File: config.mk
export PLATFORM = sky130hd
export DESIGN_NAME = rr_req_fifo_bank_flat
export DESIGN_NICKNAME = d
export VERILOG_FILES = /design/src/rtl/arb_pkg.sv /design/src/rtl/rr_req_fifo_bank_if.sv /design/src/rtl/rr_sync_fifo.sv /design/src/rtl/rr_req_fifo_bank.sv /design/src/flat_wrapper.sv
export SDC_FILE = /design/constraint.sdc
export NUM_CORES = 1
export LEC_CHECK = 0
export ABC_AREA = 0
export BUFFER_PORTS_ARGS = -buffer_cell sky130_fd_sc_hd__buf_2
export CAP_MARGIN = 30
export CORE_ASPECT_RATIO = 1.4
export CORE_MARGIN = 2
export CORE_UTILIZATION = 40
export CTS_CLUSTER_SIZE = 20
export DETAILED_ROUTE_END_ITERATION = 12
export GPL_ROUTABILITY_DRIVEN = 0
export SLEW_MARGIN = 10
export SYNTH_ARGS = -nofsm -noshare
export SYNTH_HDL_FRONTEND = slang
export SYNTH_SLANG_ARGS = --single-unit
File: constraint.sdc
create_clock -name clk -period 5 [get_ports clk]
set_input_delay 0.25 -clock clk [delete_from_list [all_inputs] [get_ports clk]]
set_output_delay 0.25 -clock clk [all_outputs]
set_load 0.02 [all_outputs]
File: src/rtl/arb_pkg.sv
// arb_pkg: shared requester count, source-index width and grant-vector helpers
package arb_pkg;
   localparam int N_REQ = 4;
   localparam int SRC_W = 2;
   function automatic logic is_onehot(input logic [N_REQ-1:0] v);
      return (v != '0) && ((v & (v - N_REQ'(1))) == '0);
   endfunction
   function automatic logic [SRC_W-1:0] onehot_idx(input logic [N_REQ-1:0] v);
      logic [SRC_W-1:0] idx;
      idx = '0;
      for (int i = 0; i < N_REQ; i++) if (v[i]) idx = SRC_W'(i);
      return idx;
   endfunction
endpackage

File: src/rtl/rr_req_fifo_bank_if.sv
// rr_req_fifo_bank_if: push side, arbiter req/gnt and shared output bus of the fifo bank
interface rr_req_fifo_bank_if #(parameter int DATA_W = 8);
   logic [arb_pkg::N_REQ-1:0] push_valid, push_ready, REQ, GNT;
   logic [arb_pkg::N_REQ*DATA_W-1:0] push_data;
   logic out_valid, stale_gnt, gnt_err;
   logic [DATA_W-1:0] out_data;
   logic [arb_pkg::SRC_W-1:0] out_src;
   modport master(output push_valid, push_data, GNT,
                  input push_ready, REQ, out_valid, out_data, out_src, stale_gnt, gnt_err);
   modport slave(input push_valid, push_data, GNT,
                 output push_ready, REQ, out_valid, out_data, out_src, stale_gnt, gnt_err);
endinterface

File: src/rtl/rr_sync_fifo.sv
// rr_sync_fifo: single-clock fifo; push ignored when full, pop ignored when empty
module rr_sync_fifo #(
   parameter int DATA_W = 8,
   parameter int DEPTH = 4,
   localparam int PTR_W = $clog2(DEPTH)
) (
   input  logic clk,
   input  logic rst,
   input  logic push,
   input  logic pop,
   input  logic [DATA_W-1:0] din,
   output logic [DATA_W-1:0] dout,
   output logic full,
   output logic empty
);
   logic [DATA_W-1:0] mem [DEPTH];
   logic [PTR_W-1:0] wr_ptr, rd_ptr;
   logic [PTR_W:0] occ;
   logic wr, rd;
   assign full = occ == (PTR_W+1)'(DEPTH);
   assign empty = occ == '0;
   assign wr = push & ~full;
   assign rd = pop & ~empty;
   assign dout = mem[rd_ptr];
   always_ff @(posedge clk or posedge rst)
      if (rst) begin
         wr_ptr <= '0;
         rd_ptr <= '0;
         occ <= '0;
      end else begin
         wr_ptr <= wr_ptr + PTR_W'(wr);
         rd_ptr <= rd_ptr + PTR_W'(rd);
         occ <= occ + (PTR_W+1)'(wr) - (PTR_W+1)'(rd);
      end
   // contents are don't-care after reset; only pointers define validity
   always_ff @(posedge clk)
      if (wr) mem[wr_ptr] <= din;
endmodule

File: src/rtl/rr_req_fifo_bank.sv
// rr_req_fifo_bank: per-requester fifos feeding the round-robin arbiter, popping on its grant
module rr_req_fifo_bank
   import arb_pkg::*;
#(
   parameter int DATA_W = 8,
   parameter int DEPTH = 4
) (
   input logic clk,
   input logic rst,
   rr_req_fifo_bank_if.slave bus
);
   logic [DATA_W-1:0] head [N_REQ];
   logic [N_REQ-1:0] full, empty, pop;
   logic gnt_ok;
   logic [SRC_W-1:0] sel;
   assign gnt_ok = is_onehot(bus.GNT);
   assign sel = onehot_idx(bus.GNT);
   assign pop = gnt_ok ? bus.GNT & ~empty : '0;
   assign bus.push_ready = ~full;
   assign bus.REQ = ~empty;
   genvar i;
   generate
      for (i = 0; i < N_REQ; i++) begin : g_fifo
         rr_sync_fifo #(.DATA_W(DATA_W), .DEPTH(DEPTH)) u_fifo (
            .clk(clk),
            .rst(rst),
            .push(bus.push_valid[i]),
            .pop(pop[i]),
            .din(bus.push_data[i*DATA_W +: DATA_W]),
            .dout(head[i]),
            .full(full[i]),
            .empty(empty[i])
         );
      end
   endgenerate
   // a one-hot grant that pops nothing hit an empty fifo: expected arbiter lag, not an error
   always_ff @(posedge clk or posedge rst)
      if (rst) begin
         bus.out_valid <= 1'b0;
         bus.out_data <= '0;
         bus.out_src <= '0;
         bus.stale_gnt <= 1'b0;
         bus.gnt_err <= 1'b0;
      end else begin
         bus.out_valid <= |pop;
         if (|pop) begin
            bus.out_data <= head[sel];
            bus.out_src <= sel;
         end
         bus.stale_gnt <= gnt_ok && pop == '0;
         bus.gnt_err <= bus.gnt_err | (bus.GNT != '0 && !gnt_ok);
      end
endmodule

File: src/flat_wrapper.sv
// flat-port wrapper written by rule: the top's interface ports become plain ports
module rr_req_fifo_bank_flat import arb_pkg::*;
#(
   parameter int DATA_W = 8,
   parameter int DEPTH = 4
)
  (clk, rst, bus_push_valid, bus_push_data, bus_GNT, bus_push_ready, bus_REQ, bus_out_valid, bus_out_data, bus_out_src, bus_stale_gnt, bus_gnt_err);
  rr_req_fifo_bank_if #(.DATA_W(DATA_W)) bus_i ();
  input logic clk;
  input logic rst;
  input wire logic [$bits(bus_i.push_valid)-1:0] bus_push_valid;
  input wire logic [$bits(bus_i.push_data)-1:0] bus_push_data;
  input wire logic [$bits(bus_i.GNT)-1:0] bus_GNT;
  output wire logic [$bits(bus_i.push_ready)-1:0] bus_push_ready;
  output wire logic [$bits(bus_i.REQ)-1:0] bus_REQ;
  output wire logic [$bits(bus_i.out_valid)-1:0] bus_out_valid;
  output wire logic [$bits(bus_i.out_data)-1:0] bus_out_data;
  output wire logic [$bits(bus_i.out_src)-1:0] bus_out_src;
  output wire logic [$bits(bus_i.stale_gnt)-1:0] bus_stale_gnt;
  output wire logic [$bits(bus_i.gnt_err)-1:0] bus_gnt_err;
  assign bus_i.push_valid = bus_push_valid;
  assign bus_i.push_data = bus_push_data;
  assign bus_i.GNT = bus_GNT;
  assign bus_push_ready = bus_i.push_ready;
  assign bus_REQ = bus_i.REQ;
  assign bus_out_valid = bus_i.out_valid;
  assign bus_out_data = bus_i.out_data;
  assign bus_out_src = bus_i.out_src;
  assign bus_stale_gnt = bus_i.stale_gnt;
  assign bus_gnt_err = bus_i.gnt_err;
  rr_req_fifo_bank #(.DATA_W(DATA_W), .DEPTH(DEPTH)) u_core (.clk(clk), .rst(rst), .bus(bus_i));
endmodule
# After elaboration in Yosys (flattened, before gate mapping)
# Memories as Yosys holds them, arrays and structs flattened.
# Index checks and enable logic that the tools add are counted.
dict set report word_totals {
  reg_bits 41
  mem_bits_rw 128
  mem_count 4
  word_cells 92
  output_inout_bits 21
}
# memory words width read_ports rd_clocked_by_memory_dff wr line_no
set memory_table {}
lappend memory_table {{u_core.g_fifo[0].u_fifo.mem} 4 8 1 0 1 rr_sync_fifo.sv:16} ;# logic [DATA_W-1:0] mem [DEPTH];
lappend memory_table {{u_core.g_fifo[1].u_fifo.mem} 4 8 1 0 1 rr_sync_fifo.sv:16}
lappend memory_table {{u_core.g_fifo[2].u_fifo.mem} 4 8 1 0 1 rr_sync_fifo.sv:16}
lappend memory_table {{u_core.g_fifo[3].u_fifo.mem} 4 8 1 0 1 rr_sync_fifo.sv:16}
dict set report op_classes {
  n_bitwise 22
  reduce_logical 12
  n_addsub 17
  magnitude_cmp 1
  n_eq_ne 4
  muxes 15
}
# op n
set ops {}
lappend ops {{$add 2x1->2} 8}
lappend ops {{$bmux 8 s2} 1}
lappend ops {{$mux 8} 2}
lappend ops {{$add 3x1->3} 4}
lappend ops {{$eq 3x3->1 const B} 4}
lappend ops {{$logic_not 3->1} 4}
lappend ops {{$sub 3x1->3} 4}
lappend ops {{$mux 1} 9}
lappend ops {{$and 1x1->1} 8}
lappend ops {{$and 4x4->4} 2}
lappend ops {{$logic_not 4->1} 2}
lappend ops {{$not 1->1} 8}
lappend ops {{$not 4->4} 2}
lappend ops {{$mux 2} 2}
lappend ops {{$mux 4} 1}
lappend ops {{$reduce_bool 4->1} 1}
lappend ops {{$reduce_or 4->1} 1}
lappend ops {{$sub 4x1->4 const B} 1}
lappend ops {{$ge 3x3->1 const B} 1}
lappend ops {{$logic_and 1x1->1} 3}
lappend ops {{$not 2->3} 1}
lappend ops {{$logic_not 1->1} 1}
lappend ops {{$or 1x1->1} 1}

# Depth between registers and ports, before layout
# Gate-level depths: netlist of the first run.
dict set report logic_depth {
  depth_word 7
  mapped_depth 10
  mapped_depth_nobuf 10
}

# By module
# From an unflattened synthesis of the first run, not the netlist that was laid out.
dict set report unflattened {
  hier_cells 392
  hier_area_um2 7115.6
}
# module n_inst area_each_um2 cells_each seq_area_each_um2
set modules_own_cells {}
lappend modules_own_cells {{rr_sync_fifo at u_core.g_fifo[2].u_fifo ...} 2 1549.0 74 1136.1}
lappend modules_own_cells {{rr_sync_fifo at u_core.g_fifo[0].u_fifo} 1 1557.7 76 1136.1}
lappend modules_own_cells {{rr_sync_fifo at u_core.g_fifo[1].u_fifo} 1 1550.2 74 1136.1}
lappend modules_own_cells {rr_req_fifo_bank 1 909.6 94 325.3}

# Least setup slack after synthesis of the first run
# OpenSTA, ideal clock, no wires.
dict set report synth_path {
  path_type {reg2reg}
  startpoint {reg u_core.g_fifo[1].u_fifo.occ[2]}
  endpoint {reg u_core.g_fifo[1].u_fifo.occ[2]}
  arrival_time_ps 2170
  path_slack_ps 2707
  path_buffers 1
  path_stages_with_launch 9
  path_cell_list {dfrtp_1 or3_1 and4b_1 clkbuf_1 xnor2_1 ha_1 fa_1 xor2_1 xnor2_1}
}
dict set report synth_between {
  elab_chain_cells 6
  elab_cells_between_ends 11
  classes_between {add/sub: 2; eq/ne: 1; mux: 1; bitwise: 6; reduce/logical: 1}
}
# item line_no
set synth_rtl {}
lappend synth_rtl {{start, declared} rr_sync_fifo.sv:18} ;# logic [PTR_W:0] occ;
lappend synth_rtl {{start signal, assigned} rr_sync_fifo.sv:33} ;# occ <= occ + (PTR_W+1)'(wr) - (PTR_W+1)'(rd);
lappend synth_rtl {{$logic_not 3->1} rr_sync_fifo.sv:21} ;# assign empty = occ == '0;
lappend synth_rtl {{$not 4->4} n/a}
lappend synth_rtl {{net bus_REQ[1]} flat_wrapper.sv:15} ;# output wire logic [$bits(bus_i.REQ)-1:0] bus_REQ;
lappend synth_rtl {{$and 4x4->4} rr_req_fifo_bank.sv:18} ;# assign pop = gnt_ok ? bus.GNT & ~empty : '0;
lappend synth_rtl {{$mux 4} rr_req_fifo_bank.sv:18}
lappend synth_rtl {{$and 1x1->1} rr_sync_fifo.sv:23} ;# assign rd = pop & ~empty;
lappend synth_rtl {{$sub 3x1->3} rr_sync_fifo.sv:33}
# The timed path passes the listed nets, and every way through them passes these cells.
# A chain may end at the register's enable or synchronous reset.

# Final worst setup path of the first run
dict set report layout_path {
  startpoint {reg u_core.g_fifo[3].u_fifo.occ[1]}
  endpoint {reg u_core.g_fifo[3].u_fifo.occ[2]}
}
dict set report layout_between {
  elab_chain_cells 6
  elab_cells_between_ends 11
  classes_between {add/sub: 2; eq/ne: 1; mux: 1; bitwise: 6; reduce/logical: 1}
}
# item line_no
set layout_rtl {}
lappend layout_rtl {{start, declared} rr_sync_fifo.sv:18}
lappend layout_rtl {{start signal, assigned} rr_sync_fifo.sv:33}
lappend layout_rtl {{branches (longest 5 deep; another with $add 3x1->3)} n/a}
lappend layout_rtl {{$sub 3x1->3 *} rr_sync_fifo.sv:33}
# Mark *: on every way between the ends.

==> results_tabular.tex, run 1 <==
\begin{tabular}{lr}
\hline
Metric & Value \\
\hline
\multicolumn{2}{l}{\textbf{Worst setup path}} \\
\quad Cell at the slowest stage of the critical path & sky130\_fd\_sc\_hd\_\_dfrtp\_1 \\
\quad Cell mode on critical path & sky130\_fd\_sc\_hd\_\_xnor2\_1 \\
\quad Arrival time at the worst endpoint & 2600 ps \\
\quad Critical path class & reg2reg \\
\quad Delay of the slowest cell on the worst path & 450 ps \\
\quad Startpoint type of the worst setup path & register \\
\quad Sort of element at the end of the critical path & register \\
\quad Largest driver fanout on the critical path & 4 \\
\quad Crit path cell chain & nor3\_1, inv\_1, nand3\_1, xnor2\_1, ha\_1, inv\_1, fa\_1, xnor2\_1, xnor2\_1 \\
\quad CP required & 5340 ps \\
\multicolumn{2}{l}{\textbf{Min path}} \\
\quad Hold Path Class & in2reg \\
\multicolumn{2}{l}{\textbf{GRT}} \\
\quad Via count of the first global-routing pass & 3963 \\
\quad Initial antenna violation count & 1 \\
\quad Pin count of the biggest net entering global routing & 42 \\
\quad Global router's overall resource usage & 16.2\% \\
\quad First-pass GRT wire length & 22.0 mm \\
\quad Sum of overflow across all layers after global routing & 0 \\
\multicolumn{2}{l}{\textbf{Cells and area}} \\
\quad Relative area change from synthesis to final layout & 16.7\% \\
\quad Commonest cells after routing, fill and taps aside & sky130\_fd\_sc\_hd\_\_edfxtp\_1 (128), sky130\_fd\_sc\_hd\_\_buf\_2 (62), sky130\_fd\_sc\_hd\_\_mux2i\_1 (48) \\
\quad Final instance count without filler cells & 748 \\
\quad Leading cell type in the layout, fill and taps excluded & sky130\_fd\_sc\_hd\_\_edfxtp\_1 \\
\quad Fillcell total & 1509 \\
\quad Number of nets in the layout & 552 \\
\quad Share of post-route cells with drive strength above 1 & 22.9\% \\
\multicolumn{2}{l}{\textbf{Clock tree}} \\
\quad Clock tree buffer depth & 2 \\
\quad TritonCTS clock tree & yes \\
\quad Clk pin slew, worst setup/hold paths & 80 ps \\
\quad CTS Buf Count & 17 \\
\quad Post-CTS setup-driven buffer insertion count & 0 \\
\quad Number of sinks on the clock net & 169 \\
\quad Library cell used as clock root buffer & sky130\_fd\_sc\_hd\_\_clkbuf\_16 \\
\quad Total number of H-tree levels & 4 \\
\quad Insertion delay to the later sink of the worst-skew pair & 430 ps \\
\multicolumn{2}{l}{\textbf{STA}} \\
\quad Minimum clock period after layout & 2260 ps \\
\quad Fmax achieved & 442 MHz \\
\quad Part of the cycle the worst path needs & 45.2\% \\
\quad Final setup viols & 0 \\
\quad Slew @ Worst Pin & 950 ps \\
\quad Worst slew margin relative to its limit & 36.6\% \\
\quad Setup\_tns & 0 ps \\
\quad Final Skew & 12.8 ps \\
\quad Hold violation count in the final report & 0 \\
\quad Unrepaired setup endpoints after global routing & no \\
\quad Count of final max-slew check failures & 0 \\
\multicolumn{2}{l}{\textbf{Floorplan}} \\
\quad IO Pins & 63 \\
\quad CORE AREA & 17200 um\^{}2 \\
\quad Width of the die & 115 um \\
\quad Initial cell density of the core & 40.5\% \\
\quad Die height & 160 um \\
\quad Num rows & 57 \\
\quad Die area & 18500 um\^{}2 \\
\multicolumn{2}{l}{\textbf{Detailed routing}} \\
\quad DRT Pass-1 Iters & 5 \\
\quad Final routed DRC violation total & 0 \\
\quad Routed WL per cell & 18.8 um \\
\quad Post-detailed-route via-to-cell ratio & 5.04 \\
\quad Post-detailed-route count of antenna-violating nets & 0 \\
\quad Vias post-DR & 3769 \\
\quad Drt first-iter violations & 199 \\
\quad Total wirelength of the detailed-routed design & 14.1 mm \\
\multicolumn{2}{l}{\textbf{Placed design}} \\
\quad Number of I/O port buffers & 62 \\
\quad Post-DP HPWL & 9.88 mm \\
\quad Number of placed cells counting well taps & 714 \\
\multicolumn{2}{l}{\textbf{Status}} \\
\quad Result of the run & complete, no violations \\
\multicolumn{2}{l}{\textbf{Pwr}} \\
\quad Static leakage & 3.06 nW \\
\quad Power per cell area & 574 nW/um\^{}2 \\
\quad Maximum VDD drop & 0.279 mV \\
\multicolumn{2}{l}{\textbf{Synth}} \\
\quad Cell area after synthesis & 6960 um\^{}2 \\
\quad Count of state elements after synthesis & 169 \\
\quad Distinct cell type count after synthesis & 43 \\
\quad Register area share after synthesis & 70.0\% \\
\quad Mapped Nets & 478 \\
\quad Number of warning messages in the yosys log & 0 \\
\quad Mean post-synth cell area & 16.4 um\^{}2 \\
\quad Post-synthesis instance total & 424 \\
\multicolumn{2}{l}{\textbf{Run}} \\
\quad Max Cap Violations & 0 \\
\hline
\end{tabular}
[sequential cells by signal, indices dropped and copies added, names as in the netlist]
signal,flops
u_core.bus.out_src,2
u_core.g_fifo.u_fifo.mem,128
u_core.g_fifo.u_fifo.occ,12
u_core.g_fifo.u_fifo.rd_ptr,8
u_core.bus.out_data,8
u_core.bus.stale_gnt,1
u_core.g_fifo.u_fifo.wr_ptr,8
u_core.bus.gnt_err,1
u_core.bus.out_valid,1
[final cells by class]
| class | count | area [um^2] | area share (%) |
|---|---|---|---|
| well taps | 236 | 295 | 3.64 |
| multi-input cells | 219 | 1850 | 22.8 |
| clock buffers | 17 | 425 | 5.24 |
| repair buffers | 76 | 418 | 5.15 |
| flip-flops and latches | 169 | 4870 | 60.0 |
| diodes | 1 | 2.50 | 0.0308 |
| clock inverters | 15 | 198 | 2.43 |
| inverters | 15 | 56.3 | 0.693 |
[critical path, delay by kind of cell, from the launching register on]
kind	cells	cell delay (ps)
adders and majority gates	2	540
xor gates and xnor gates	3	510
DFF	1	450
buffers and inverters	2	180
and+or+nand+nor	2	520
[per-stage QoR]
stage / worst slack, ps / hold WS [ps] / cell area, um^2 / total power [mW] / util [%]
after floorplan: 2710 / 349 / 6960 / 2.99 / -
after global placement: 2720 / 397 / 7480 / 3.31 / 43.5
after detailed placement: 2670 / 412 / 7480 / 3.37 / 43.5
after CTS: 2710 / 14.1 / 8120 / 4.72 / 47.2
after global routing: 2530 / 21.6 / 8120 / 4.92 / 47.2
final: 2740 / 27.4 / 8120 / 4.66 / 47.2
[path summary, 6_finish.rpt]
check                                                     from                                end  slack (ps)  depth (start not counted)
worst max-delay path            u_core.g_fifo[3].u_fifo.occ[1]     u_core.g_fifo[3].u_fifo.occ[2]        2740                          9
worst min-delay path                          bus_push_data[7]  u_core.g_fifo[0].u_fifo.mem[0][7]          30                          1
worst max register to register  u_core.g_fifo[3].u_fifo.occ[1]     u_core.g_fifo[3].u_fifo.occ[2]        2740                          9
worst min register to register              u_core.bus.gnt_err                 u_core.bus.gnt_err         500                          1
max in group asynchronous                                  rst               u_core.bus.out_valid        4130                          4
min in group asynchronous                                  rst     u_core.g_fifo[1].u_fifo.occ[0]         490                          4
[timing repair]
item                      4_1_cts  5_1_grt
resized for setup               0        0
hold endpoints to repair       41        0
hold buffers                    1        0
[power by group]
group	switching (mW)	internal [mW]	total, mW
Combinational	0.581	0.516	1.10
Clock	0.616	0.727	1.34
Sequential	0.321	1.90	2.22
Total	1.52	3.15	4.66
[cells in the mapped netlist (all sizes together)]
master   number  area share (%)
edfxtp      128              55
mux2i        48             6.9
dfrtp        41              15
o22ai        24             2.2
nand2        21             1.1
a31oi        18             1.6
xnor2        17             2.1
buf          16             1.9
inv          15            0.81
nor3         14             1.0
nor2         10            0.54
ha            8             1.4
mux4          8             2.9
nor3b         8            0.86
xor2          8             1.0
and3          5            0.52
clkbuf        5            0.70
fa            4             1.2
o31ai         3            0.40
or3           3            0.27
nand4         2            0.18
o211ai        2            0.29
or3b          2            0.25
or4b          2            0.29
a21oi         1           0.072
and4b         1            0.14
nand2b        1           0.090
nand3         1           0.072
nand3b        1            0.16
nand4bb       1            0.23
nor4          1           0.090
o2111ai       1            0.22
o21a          1            0.11
o21bai        1            0.11
or2b          1            0.13
or4           1            0.16
[per-layer routing]
metal	wire, um	global-route usage (%)
met1	5640	19.9
met5	0	0
met4	209	5.53
met2	7620	27.6
met3	584	4.17
[kinds of logic after synthesis]
family | share of synthesized area [%]
compound gates | 4.96
xor+xnor | 3.15
fa+ha+maj | 2.59
buf+inv | 3.38
flops | 70.0
mux | 9.82
simple gates | 6.13
Note: power is estimated with default switching activity, not from simulation.
==> inputs of run 2 (changes only) <==
--- a/config.mk
+++ b/config.mk
@@ -5,7 +5,7 @@
 export SDC_FILE = /design/constraint.sdc
 export NUM_CORES = 1
 export LEC_CHECK = 0
-export ABC_AREA = 0
+export ABC_AREA = 1
 export BUFFER_PORTS_ARGS = -buffer_cell sky130_fd_sc_hd__buf_2
 export CAP_MARGIN = 30
 export CORE_ASPECT_RATIO = 1.4
==> constraint.sdc (replaced) <==
create_clock -name clk -period 2.2 [get_ports clk]
set_input_delay 0.11 -clock clk [delete_from_list [all_inputs] [get_ports clk]]
set_output_delay 0.11 -clock clk [all_outputs]
set_load 0.02 [all_outputs]
==> results_tabular.tex, run 2 <==
\begin{tabular}{lr}
\hline
Metric & Value \\
\hline
\multicolumn{2}{l}{\textbf{Status}} \\
\quad Result of the run & complete, no violations \\
\multicolumn{2}{l}{\textbf{Cells and area}} \\
\quad Largest reg by FF count & u\_core.g\_fifo.u\_fifo.mem \\
\quad Final standard cell utilization of the core & 50.2\% \\
\quad Share of post-route cells with drive strength above 1 & 17.3\% \\
\quad Number of nets in the layout & 854 \\
\quad Leading cell type in the layout, fill and taps excluded & sky130\_fd\_sc\_hd\_\_nand2\_1 \\
\quad Largest registers & u\_core.g\_fifo.u\_fifo.mem (128), u\_core.g\_fifo.u\_fifo.occ (12) \\
\quad Relative area change from synthesis to final layout & 22.4\% \\
\quad Max reg flops & 128 \\
\quad Layout Cell Area excl Fill & 9040 um\^{}2 \\
\quad Final instance count without filler cells & 1054 \\
\quad Commonest cells after routing, fill and taps aside & sky130\_fd\_sc\_hd\_\_nand2\_1 (230), sky130\_fd\_sc\_hd\_\_edfxtp\_1 (128), sky130\_fd\_sc\_hd\_\_nand3\_1 (90) \\
\multicolumn{2}{l}{\textbf{Placed design}} \\
\quad Post-DP HPWL & 11.4 mm \\
\quad Number of placed cells counting well taps & 987 \\
\quad Number of I/O port buffers & 62 \\
\quad Placed standard-cell area & 8030 um\^{}2 \\
\quad Setup Slack @ Placement & 275 ps \\
\multicolumn{2}{l}{\textbf{Worst setup path}} \\
\quad Arrival time at the worst endpoint & 2270 ps \\
\quad End of the worst register-to-register path & u\_core.g\_fifo[2].u\_fifo.occ[1] \\
\quad Startpoint of the lowest-slack register-to-register path & u\_core.g\_fifo[2].u\_fifo.occ[1] \\
\quad Sort of element at the end of the critical path & register \\
\quad Worst-case register-to-register setup slack & 240 ps \\
\quad Startpoint type of the worst setup path & register \\
\quad Worst-case reg-to-reg path depth & 9 \\
\quad Largest driver fanout on the critical path & 5 \\
\quad CP required & 2510 ps \\
\quad Critical path class & reg2reg \\
\multicolumn{2}{l}{\textbf{Synth}} \\
\quad Number of warning messages in the yosys log & 0 \\
\quad Distinct cell type count after synthesis & 29 \\
\quad Cell area after synthesis & 7380 um\^{}2 \\
\quad Number of flops mapped to enable cells by yosys & 128 \\
\quad Cell type with the highest aggregate area in the netlist & sky130\_fd\_sc\_hd\_\_edfxtp\_1 \\
\quad Commonest cells in the synthesized netlist & sky130\_fd\_sc\_hd\_\_nand2\_1 (230), sky130\_fd\_sc\_hd\_\_edfxtp\_1 (128), sky130\_fd\_sc\_hd\_\_nand3\_1 (90) \\
\quad Post-synthesis instance total & 683 \\
\quad Biggest area contributors in the synthesized netlist & sky130\_fd\_sc\_hd\_\_edfxtp\_1 (52\%), sky130\_fd\_sc\_hd\_\_dfrtp\_1 (14\%), sky130\_fd\_sc\_hd\_\_nand2\_1 (12\%) \\
\quad Proportion of netlist area held by the largest area contributor & 52.1\% \\
\quad Most frequently used cell type in the post-synthesis netlist & sky130\_fd\_sc\_hd\_\_nand2\_1 \\
\quad Dominant synthesized flop cell & sky130\_fd\_sc\_hd\_\_edfxtp\_1 \\
\quad Register area share after synthesis & 65.9\% \\
\quad Mean post-synth cell area & 10.8 um\^{}2 \\
\quad Mapped Nets & 737 \\
\quad Count of state elements after synthesis & 169 \\
\quad Asr flop ratio synth & 24.3\% \\
\multicolumn{2}{l}{\textbf{Run}} \\
\quad Max Cap Violations & 0 \\
\multicolumn{2}{l}{\textbf{STA}} \\
\quad Minimum clock period after layout & 1960 ps \\
\quad Hold violation count in the final report & 0 \\
\quad Setup\_tns & 0 ps \\
\quad Part of the cycle the worst path needs & 88.9\% \\
\quad Fmax achieved & 511 MHz \\
\quad Unrepaired setup endpoints after global routing & no \\
\quad Final setup viols & 0 \\
\quad Worst slew margin relative to its limit & 67.2\% \\
\quad Slew @ Worst Pin & 490 ps \\
\quad Worst hold slack & 74.2 ps \\
\quad Count of final max-slew check failures & 0 \\
\quad Final worst-path setup slack & 243 ps \\
\quad Final Skew & 10.6 ps \\
\multicolumn{2}{l}{\textbf{GRT}} \\
\quad Initial antenna violation count & 1 \\
\quad Pin count of the biggest net entering global routing & 25 \\
\quad Met2 capacity usage during global routing & 32.6\% \\
\quad Most Crowded Layer GR & met2 \\
\quad Routing usage on met1 & 20.4\% \\
\quad Met3 Track Usage GR & 3.45\% \\
\quad First-pass GRT wire length & 26.1 mm \\
\quad Via count of the first global-routing pass & 5170 \\
\quad Global router's overall resource usage & 17.6\% \\
\quad Sum of overflow across all layers after global routing & 0 \\
\multicolumn{2}{l}{\textbf{Floorplan}} \\
\quad Num rows & 58 \\
\quad Width of the die & 119 um \\
\quad Die height & 165 um \\
\quad Initial cell density of the core & 41.0\% \\
\quad IO Pins & 63 \\
\quad CORE AREA & 18000 um\^{}2 \\
\quad Die area & 19600 um\^{}2 \\
\multicolumn{2}{l}{\textbf{Pwr}} \\
\quad Net switching power & 4.21 mW \\
\quad Net Sw Frac & 35.6\% \\
\quad Final Power & 11.8 mW \\
\quad Static leakage & 3.98 nW \\
\quad Int Power & 7.63 mW \\
\quad Maximum VDD drop & 0.814 mV \\
\quad Share of power burned in registers & 41.4\% \\
\quad Clock share of power & 28.2\% \\
\quad Portion of total power attributed to combinational logic & 30.4\% \\
\quad Power per cell area & 1310 nW/um\^{}2 \\
\multicolumn{2}{l}{\textbf{Detailed routing}} \\
\quad Routed WL per cell & 15.3 um \\
\quad Final routed DRC violation total & 0 \\
\quad Drt first-iter violations & 280 \\
\quad DRT Pass-1 Iters & 4 \\
\quad Post-detailed-route via-to-cell ratio & 4.71 \\
\quad Post-detailed-route count of antenna-violating nets & 0 \\
\quad Vias post-DR & 4968 \\
\quad Total wirelength of the detailed-routed design & 16.1 mm \\
\multicolumn{2}{l}{\textbf{Clock tree}} \\
\quad Clk pin slew, worst setup/hold paths & 60 ps \\
\quad Clock tree buffer depth & 2 \\
\quad Number of gates resized after cts & 0 \\
\quad TritonCTS clock tree & yes \\
\quad Number of sinks on the clock net & 169 \\
\quad Library cell used as clock root buffer & sky130\_fd\_sc\_hd\_\_clkbuf\_16 \\
\quad Total number of H-tree levels & 4 \\
\quad CTS Buf Count & 17 \\
\quad Insertion delay to the later sink of the worst-skew pair & 420 ps \\
\multicolumn{2}{l}{\textbf{Min path}} \\
\quad Hold EP & u\_core.bus.out\_src[0] \\
\quad Hold Path Class & in2reg \\
\quad Number of cells on the worst hold path & 4 \\
\quad Launch instance of the worst min-delay path & bus\_GNT[2] \\
\hline
\end{tabular}
## run 2: kinds of logic after synthesis
kind of cell | after synthesis | share of synthesized area [%]
AOI/OAI and AO/OA | 6 | 0.475
xor gates and xnor gates | 22 | 2.61
adders and majority gates | 12 | 2.44
buffers and inverters | 115 | 6.73
DFF | 169 | 65.9
and+or+nand+nor | 359 | 21.8
## run 2: final cells by class
class	count	area, um^2
clock inverter	15	240
inverter	93	352
tap	240	300
clock buffer	17	425
sequential	169	4870
multi-input combinational	399	2020
fill	1650	8960
antenna	1	2.50
timing repair buffer	120	831
## run 2: critical path, cell delays in order, from the launching register on
cell	delay, ps
sky130_fd_sc_hd__dfrtp_1	460
sky130_fd_sc_hd__nor2_1	150
sky130_fd_sc_hd__nand2_1	80
sky130_fd_sc_hd__nand2_1	160
sky130_fd_sc_hd__inv_1	120
sky130_fd_sc_hd__xor2_1	170
sky130_fd_sc_hd__ha_1	160
sky130_fd_sc_hd__inv_1	50
sky130_fd_sc_hd__fa_1	470
sky130_fd_sc_hd__inv_1	40
## run 2: what timing repair did
| item | 4_1_cts | 5_1_grt |
|---|---|---|
| hold buffers | 34 | 0 |
| setup buffers | 0 | 0 |
| hold endpoints to repair | 146 | 0 |
## run 2: how the worst max path moves through the flow
stage,startpoint,endpoint,slack [ps],cells past startpoint
6_report,u_core.g_fifo[2].u_fifo.occ[1],u_core.g_fifo[2].u_fifo.occ[1],240,9
5_1_grt,u_core.g_fifo[2].u_fifo.occ[1],u_core.g_fifo[2].u_fifo.occ[1],80,9
4_1_cts,u_core.g_fifo[0].u_fifo.occ[1],u_core.g_fifo[0].u_fifo.occ[2],240,9
3_5_place_dp,u_core.g_fifo[2].u_fifo.occ[1],u_core.g_fifo[2].u_fifo.occ[2],270,9
3_3_place_gp,bus_GNT[1],u_core.g_fifo[2].u_fifo.occ[1],300,9
2_1_floorplan,u_core.g_fifo[2].u_fifo.occ[1],u_core.g_fifo[2].u_fifo.occ[2],300,9
## run 2: power groups by stage
stage	clock network, mW	logic, mW	registers, mW
global route	3.53	4.09	4.99
CTS	3.39	3.68	4.90
finish	3.33	3.60	4.90
detailed placement	0	3.60	4.96
floorplan	0	2.48	4.84
global placement	0	3.51	4.93
## run 2: per-layer routing
metal	vias up	wire (um)
met2	97	8840
li1	2462	-
met5	-	0
met4	0	216
met1	2394	6470
met3	15	612
==> inputs of run 3 (changes only) <==
--- a/config.mk
+++ b/config.mk
@@ -14,7 +14,9 @@
 export CTS_CLUSTER_SIZE = 20
 export DETAILED_ROUTE_END_ITERATION = 12
 export GPL_ROUTABILITY_DRIVEN = 0
+export REMOVE_ABC_BUFFERS = 1
 export SLEW_MARGIN = 10
 export SYNTH_ARGS = -nofsm -noshare
 export SYNTH_HDL_FRONTEND = slang
+export SYNTH_HIERARCHICAL = 1
 export SYNTH_SLANG_ARGS = --single-unit
==> results_tabular.tex, run 3 <==
\begin{tabular}{lr}
\hline
Metric & Value \\
\hline
\multicolumn{2}{l}{\textbf{Synth}} \\
\quad Commonest cells in the synthesized netlist & sky130\_fd\_sc\_hd\_\_edfxtp\_1 (128), sky130\_fd\_sc\_hd\_\_nor2\_1 (120), sky130\_fd\_sc\_hd\_\_nand2\_1 (103) \\
\quad Count of state elements after synthesis & 169 \\
\quad Cell area after synthesis & 7520 um\^{}2 \\
\quad Dominant synthesized flop cell & sky130\_fd\_sc\_hd\_\_edfxtp\_1 \\
\quad Mean post-synth cell area & 11.2 um\^{}2 \\
\quad Proportion of netlist area held by the largest area contributor & 51.1\% \\
\quad Adder-cell share of the synthesized area & 2.40\% \\
\quad Largest family of logic cells by synthesized area & simple AND/OR/NAND/NOR gates \\
\quad Complex-gate fraction of the synthesized area & 10.6\% \\
\quad Fraction of synthesized area in multiplexers & 0\% \\
\quad Post-synthesis xor/xnor area fraction & 0.932\% \\
\quad Distinct cell type count after synthesis & 27 \\
\quad Biggest area contributors in the synthesized netlist & sky130\_fd\_sc\_hd\_\_edfxtp\_1 (51\%), sky130\_fd\_sc\_hd\_\_dfrtp\_1 (14\%), sky130\_fd\_sc\_hd\_\_nor2\_1 (6.0\%) \\
\quad Number of flops mapped to enable cells by yosys & 128 \\
\quad Post-synthesis instance total & 672 \\
\quad Asr flop ratio synth & 24.3\% \\
\quad Cell type with the highest aggregate area in the netlist & sky130\_fd\_sc\_hd\_\_edfxtp\_1 \\
\quad Simple-gate area share of the yosys netlist & 15.1\% \\
\quad Number of warning messages in the yosys log & 6 \\
\quad Register area share after synthesis & 64.7\% \\
\quad Most frequently used cell type in the post-synthesis netlist & sky130\_fd\_sc\_hd\_\_edfxtp\_1 \\
\multicolumn{2}{l}{\textbf{Worst setup path}} \\
\quad Crit path buf inv count & 1 \\
\quad Crit path cell chain & nor2\_4, nand2\_2, inv\_1, nor3\_2, a21boi\_2, nand2\_1, nand2\_1, ha\_1, fa\_1, xnor2\_1 \\
\quad Largest driver fanout on the critical path & 4 \\
\quad Cell depth of the worst setup path & 10 \\
\quad Cell mode on critical path & sky130\_fd\_sc\_hd\_\_nand2\_1 \\
\quad CP required & 2510 ps \\
\quad Arrival time at the worst endpoint & 2410 ps \\
\quad Delay of the slowest cell on the worst path & 450 ps \\
\quad Cell at the slowest stage of the critical path & sky130\_fd\_sc\_hd\_\_dfrtp\_1 \\
\quad Worst-case reg-to-reg path depth & 10 \\
\quad Startpoint type of the worst setup path & register \\
\quad Critical path class & reg2reg \\
\quad Top delay family on crit path & adder cells \\
\quad Sort of element at the end of the critical path & register \\
\multicolumn{2}{l}{\textbf{STA}} \\
\quad Part of the cycle the worst path needs & 95.3\% \\
\quad Final setup viols & 0 \\
\quad Unrepaired setup endpoints after global routing & yes \\
\quad Slew @ Worst Pin & 529 ps \\
\quad Worst slew margin relative to its limit & 64.7\% \\
\quad Final Skew & 11.7 ps \\
\quad Worst hold slack & 151 ps \\
\quad Minimum clock period after layout & 2100 ps \\
\quad Hold violation count in the final report & 0 \\
\quad Setup\_tns & 0 ps \\
\quad Count of final max-slew check failures & 0 \\
\quad Fmax achieved & 477 MHz \\
\multicolumn{2}{l}{\textbf{Cells and area}} \\
\quad Final standard cell utilization of the core & 49.1\% \\
\quad Number of nets in the layout & 850 \\
\quad Relative area change from synthesis to final layout & 20.9\% \\
\quad Commonest cells after routing, fill and taps aside & sky130\_fd\_sc\_hd\_\_edfxtp\_1 (128), sky130\_fd\_sc\_hd\_\_nor2\_1 (120), sky130\_fd\_sc\_hd\_\_nand2\_1 (103) \\
\quad Largest registers & u\_core/g\_fifo.u\_fifo/mem (128), u\_core/g\_fifo.u\_fifo/occ (12) \\
\quad Total inserted antenna cells & 0 \\
\quad Share of post-route cells with drive strength above 1 & 22.9\% \\
\quad Leading cell type in the layout, fill and taps excluded & sky130\_fd\_sc\_hd\_\_edfxtp\_1 \\
\quad Sequential cell area & 4870 um\^{}2 \\
\quad Largest reg by FF count & u\_core/g\_fifo.u\_fifo/mem \\
\quad Area of combinational cells with multiple inputs & 2190 um\^{}2 \\
\quad Max reg flops & 128 \\
\quad Fillcell total & 1655 \\
\quad Layout Cell Area excl Fill & 9090 um\^{}2 \\
\multicolumn{2}{l}{\textbf{Placed design}} \\
\quad Number of I/O port buffers & 62 \\
\quad Post-DP HPWL & 11.7 mm \\
\quad Placed standard-cell area & 8140 um\^{}2 \\
\multicolumn{2}{l}{\textbf{Detailed routing}} \\
\quad Vias post-DR & 5157 \\
\quad Uppermost routed layer & met4 \\
\quad Met2 WL & 8.84 mm \\
\quad Total wirelength of the detailed-routed design & 16.3 mm \\
\quad DRT Pass-1 Iters & 4 \\
\quad Routed wl met3 & 695 um \\
\quad Drt first-iter violations & 301 \\
\quad Post-detailed-route count of antenna-violating nets & 0 \\
\quad Final routed DRC violation total & 0 \\
\quad Post-detailed-route via-to-cell ratio & 4.90 \\
\quad Wire length on met1 & 6.44 mm \\
\quad Routed WL per cell & 15.5 um \\
\multicolumn{2}{l}{\textbf{GRT}} \\
\quad Pin count of the biggest net entering global routing & 20 \\
\quad Via count of the first global-routing pass & 5226 \\
\quad First-pass GRT wire length & 26.2 mm \\
\quad Global router's overall resource usage & 16.9\% \\
\quad Sum of overflow across all layers after global routing & 0 \\
\quad Initial antenna violation count & 0 \\
\multicolumn{2}{l}{\textbf{Clock tree}} \\
\quad Clock tree buffer depth & 2 \\
\quad Number of sinks on the clock net & 169 \\
\quad Clk pin slew, worst setup/hold paths & 70 ps \\
\quad Total number of H-tree levels & 4 \\
\quad TritonCTS clock tree & yes \\
\quad Insertion delay to the later sink of the worst-skew pair & 430 ps \\
\quad Library cell used as clock root buffer & sky130\_fd\_sc\_hd\_\_clkbuf\_16 \\
\quad CTS Buf Count & 17 \\
\multicolumn{2}{l}{\textbf{Floorplan}} \\
\quad Num rows & 59 \\
\quad Width of the die & 120 um \\
\quad Die height & 166 um \\
\quad Die area & 19900 um\^{}2 \\
\quad CORE AREA & 18500 um\^{}2 \\
\quad IO Pins & 63 \\
\quad Initial cell density of the core & 40.6\% \\
\multicolumn{2}{l}{\textbf{Pwr}} \\
\quad Static leakage & 3.73 nW \\
\quad Final Power & 11.8 mW \\
\quad Maximum VDD drop & 0.572 mV \\
\quad Power per cell area & 1300 nW/um\^{}2 \\
\multicolumn{2}{l}{\textbf{Status}} \\
\quad Result of the run & complete, no violations \\
\multicolumn{2}{l}{\textbf{Min path}} \\
\quad Number of cells on the worst hold path & 4 \\
\quad Hold Path Class & in2reg \\
\multicolumn{2}{l}{\textbf{Run}} \\
\quad Max Cap Violations & 0 \\
\hline
\end{tabular}
-- run 3: changes by cell type in the layout (fill, tap and decap cells not counted), moves of 12 or more --
| cell | previous run | this run |
|---|---|---|
| sky130_fd_sc_hd__nand2_1 | 230 | 103 |
| sky130_fd_sc_hd__nor2_1 | 6 | 120 |
| sky130_fd_sc_hd__nand3_1 | 90 | 14 |
| sky130_fd_sc_hd__o21ai_1 | 0 | 68 |
| sky130_fd_sc_hd__inv_1 | 79 | 48 |
| sky130_fd_sc_hd__o21ai_0 | 4 | 28 |
| sky130_fd_sc_hd__nor3_1 | 18 | 3 |
| sky130_fd_sc_hd__o211ai_1 | 1 | 16 |
| sky130_fd_sc_hd__nand2_2 | 1 | 15 |
| sky130_fd_sc_hd__xor2_1 | 16 | 4 |
-- run 3: cells by family (layout without fill, tap and decap cells) --
group / Yosys count / count (layout)
AO/OA/AOI/OAI: 126 / 126
adder cells (fa/ha/maj): 12 / 12
XOR/XNOR: 8 / 8
flip-flops: 169 / 169
buffers and inverters: 86 / 223
AND/OR/NAND/NOR: 271 / 271
-- run 3: layer usage --
metal / global-route usage [%] / vias up
li1: - / 2515
met1: 19.4 / 2508
met2: 31.0 / 113
met3: 3.37 / 21
met4: 5.93 / 0
met5: 0 / -
-- run 3: timing repair --
item / 4_1_cts / 5_1_grt
hold buffers: 33 / 0
gates resized for setup: 0 / 6
endpoints found under the hold margin: 169 / 0
setup endpoints to repair: 0 / 7
buffers inserted: 0 / 2
-- run 3: power by group --
part | switching, mW | internal [mW] | total (mW) | leakage, nW
Sequential | 0.458 | 4.33 | 4.79 | 1.66
Combinational | 2.67 | 1.41 | 4.08 | 1.78
Clock | 1.40 | 1.54 | 2.94 | 0.292
Total | 4.53 | 7.28 | 11.8 | 3.73
-- run 3: final timing paths --
check,from,endpoint,slack (ps)
worst max-delay path,u_core/g_fifo[0].u_fifo/occ[1],u_core/g_fifo[0].u_fifo/occ[2],100
worst min-delay path,bus_push_valid[3],u_core/g_fifo[3].u_fifo/occ[1],150
worst max register to register,u_core/g_fifo[0].u_fifo/occ[1],u_core/g_fifo[0].u_fifo/occ[2],100
worst min register to register,u_core/g_fifo[3].u_fifo/rd_ptr[1],u_core/g_fifo[3].u_fifo/rd_ptr[1],500
max in group asynchronous,rst,u_core/bus.out_data[3],1510
min in group asynchronous,rst,u_core/g_fifo[1].u_fifo/occ[0],230
-- run 3: metrics by stage --
stage	worst slack, ps	cells
after CTS	26.4	1051
after global placement	95.1	986
after floorplan	5.95	649
final	104	1053
after detailed placement	-44.9	986
after global routing	-25.5	1053
-- run 3: area by class of cell --
class / count / share of cell area, %
clock buffers: 17 / 4.68
clock inverters: 15 / 1.91
inverters: 63 / 2.60
multi-input cells: 417 / 24.1
flip-flops and latches: 169 / 53.6
well taps: 244 / 3.36
repair buffers: 128 / 9.77
-- run 3: tightest hold or removal path: stages --
cell and delay (ps):
sky130_fd_sc_hd__buf_2 110, sky130_fd_sc_hd__o21ai_4 80, sky130_fd_sc_hd__nand2_2 70, sky130_fd_sc_hd__fa_1 160
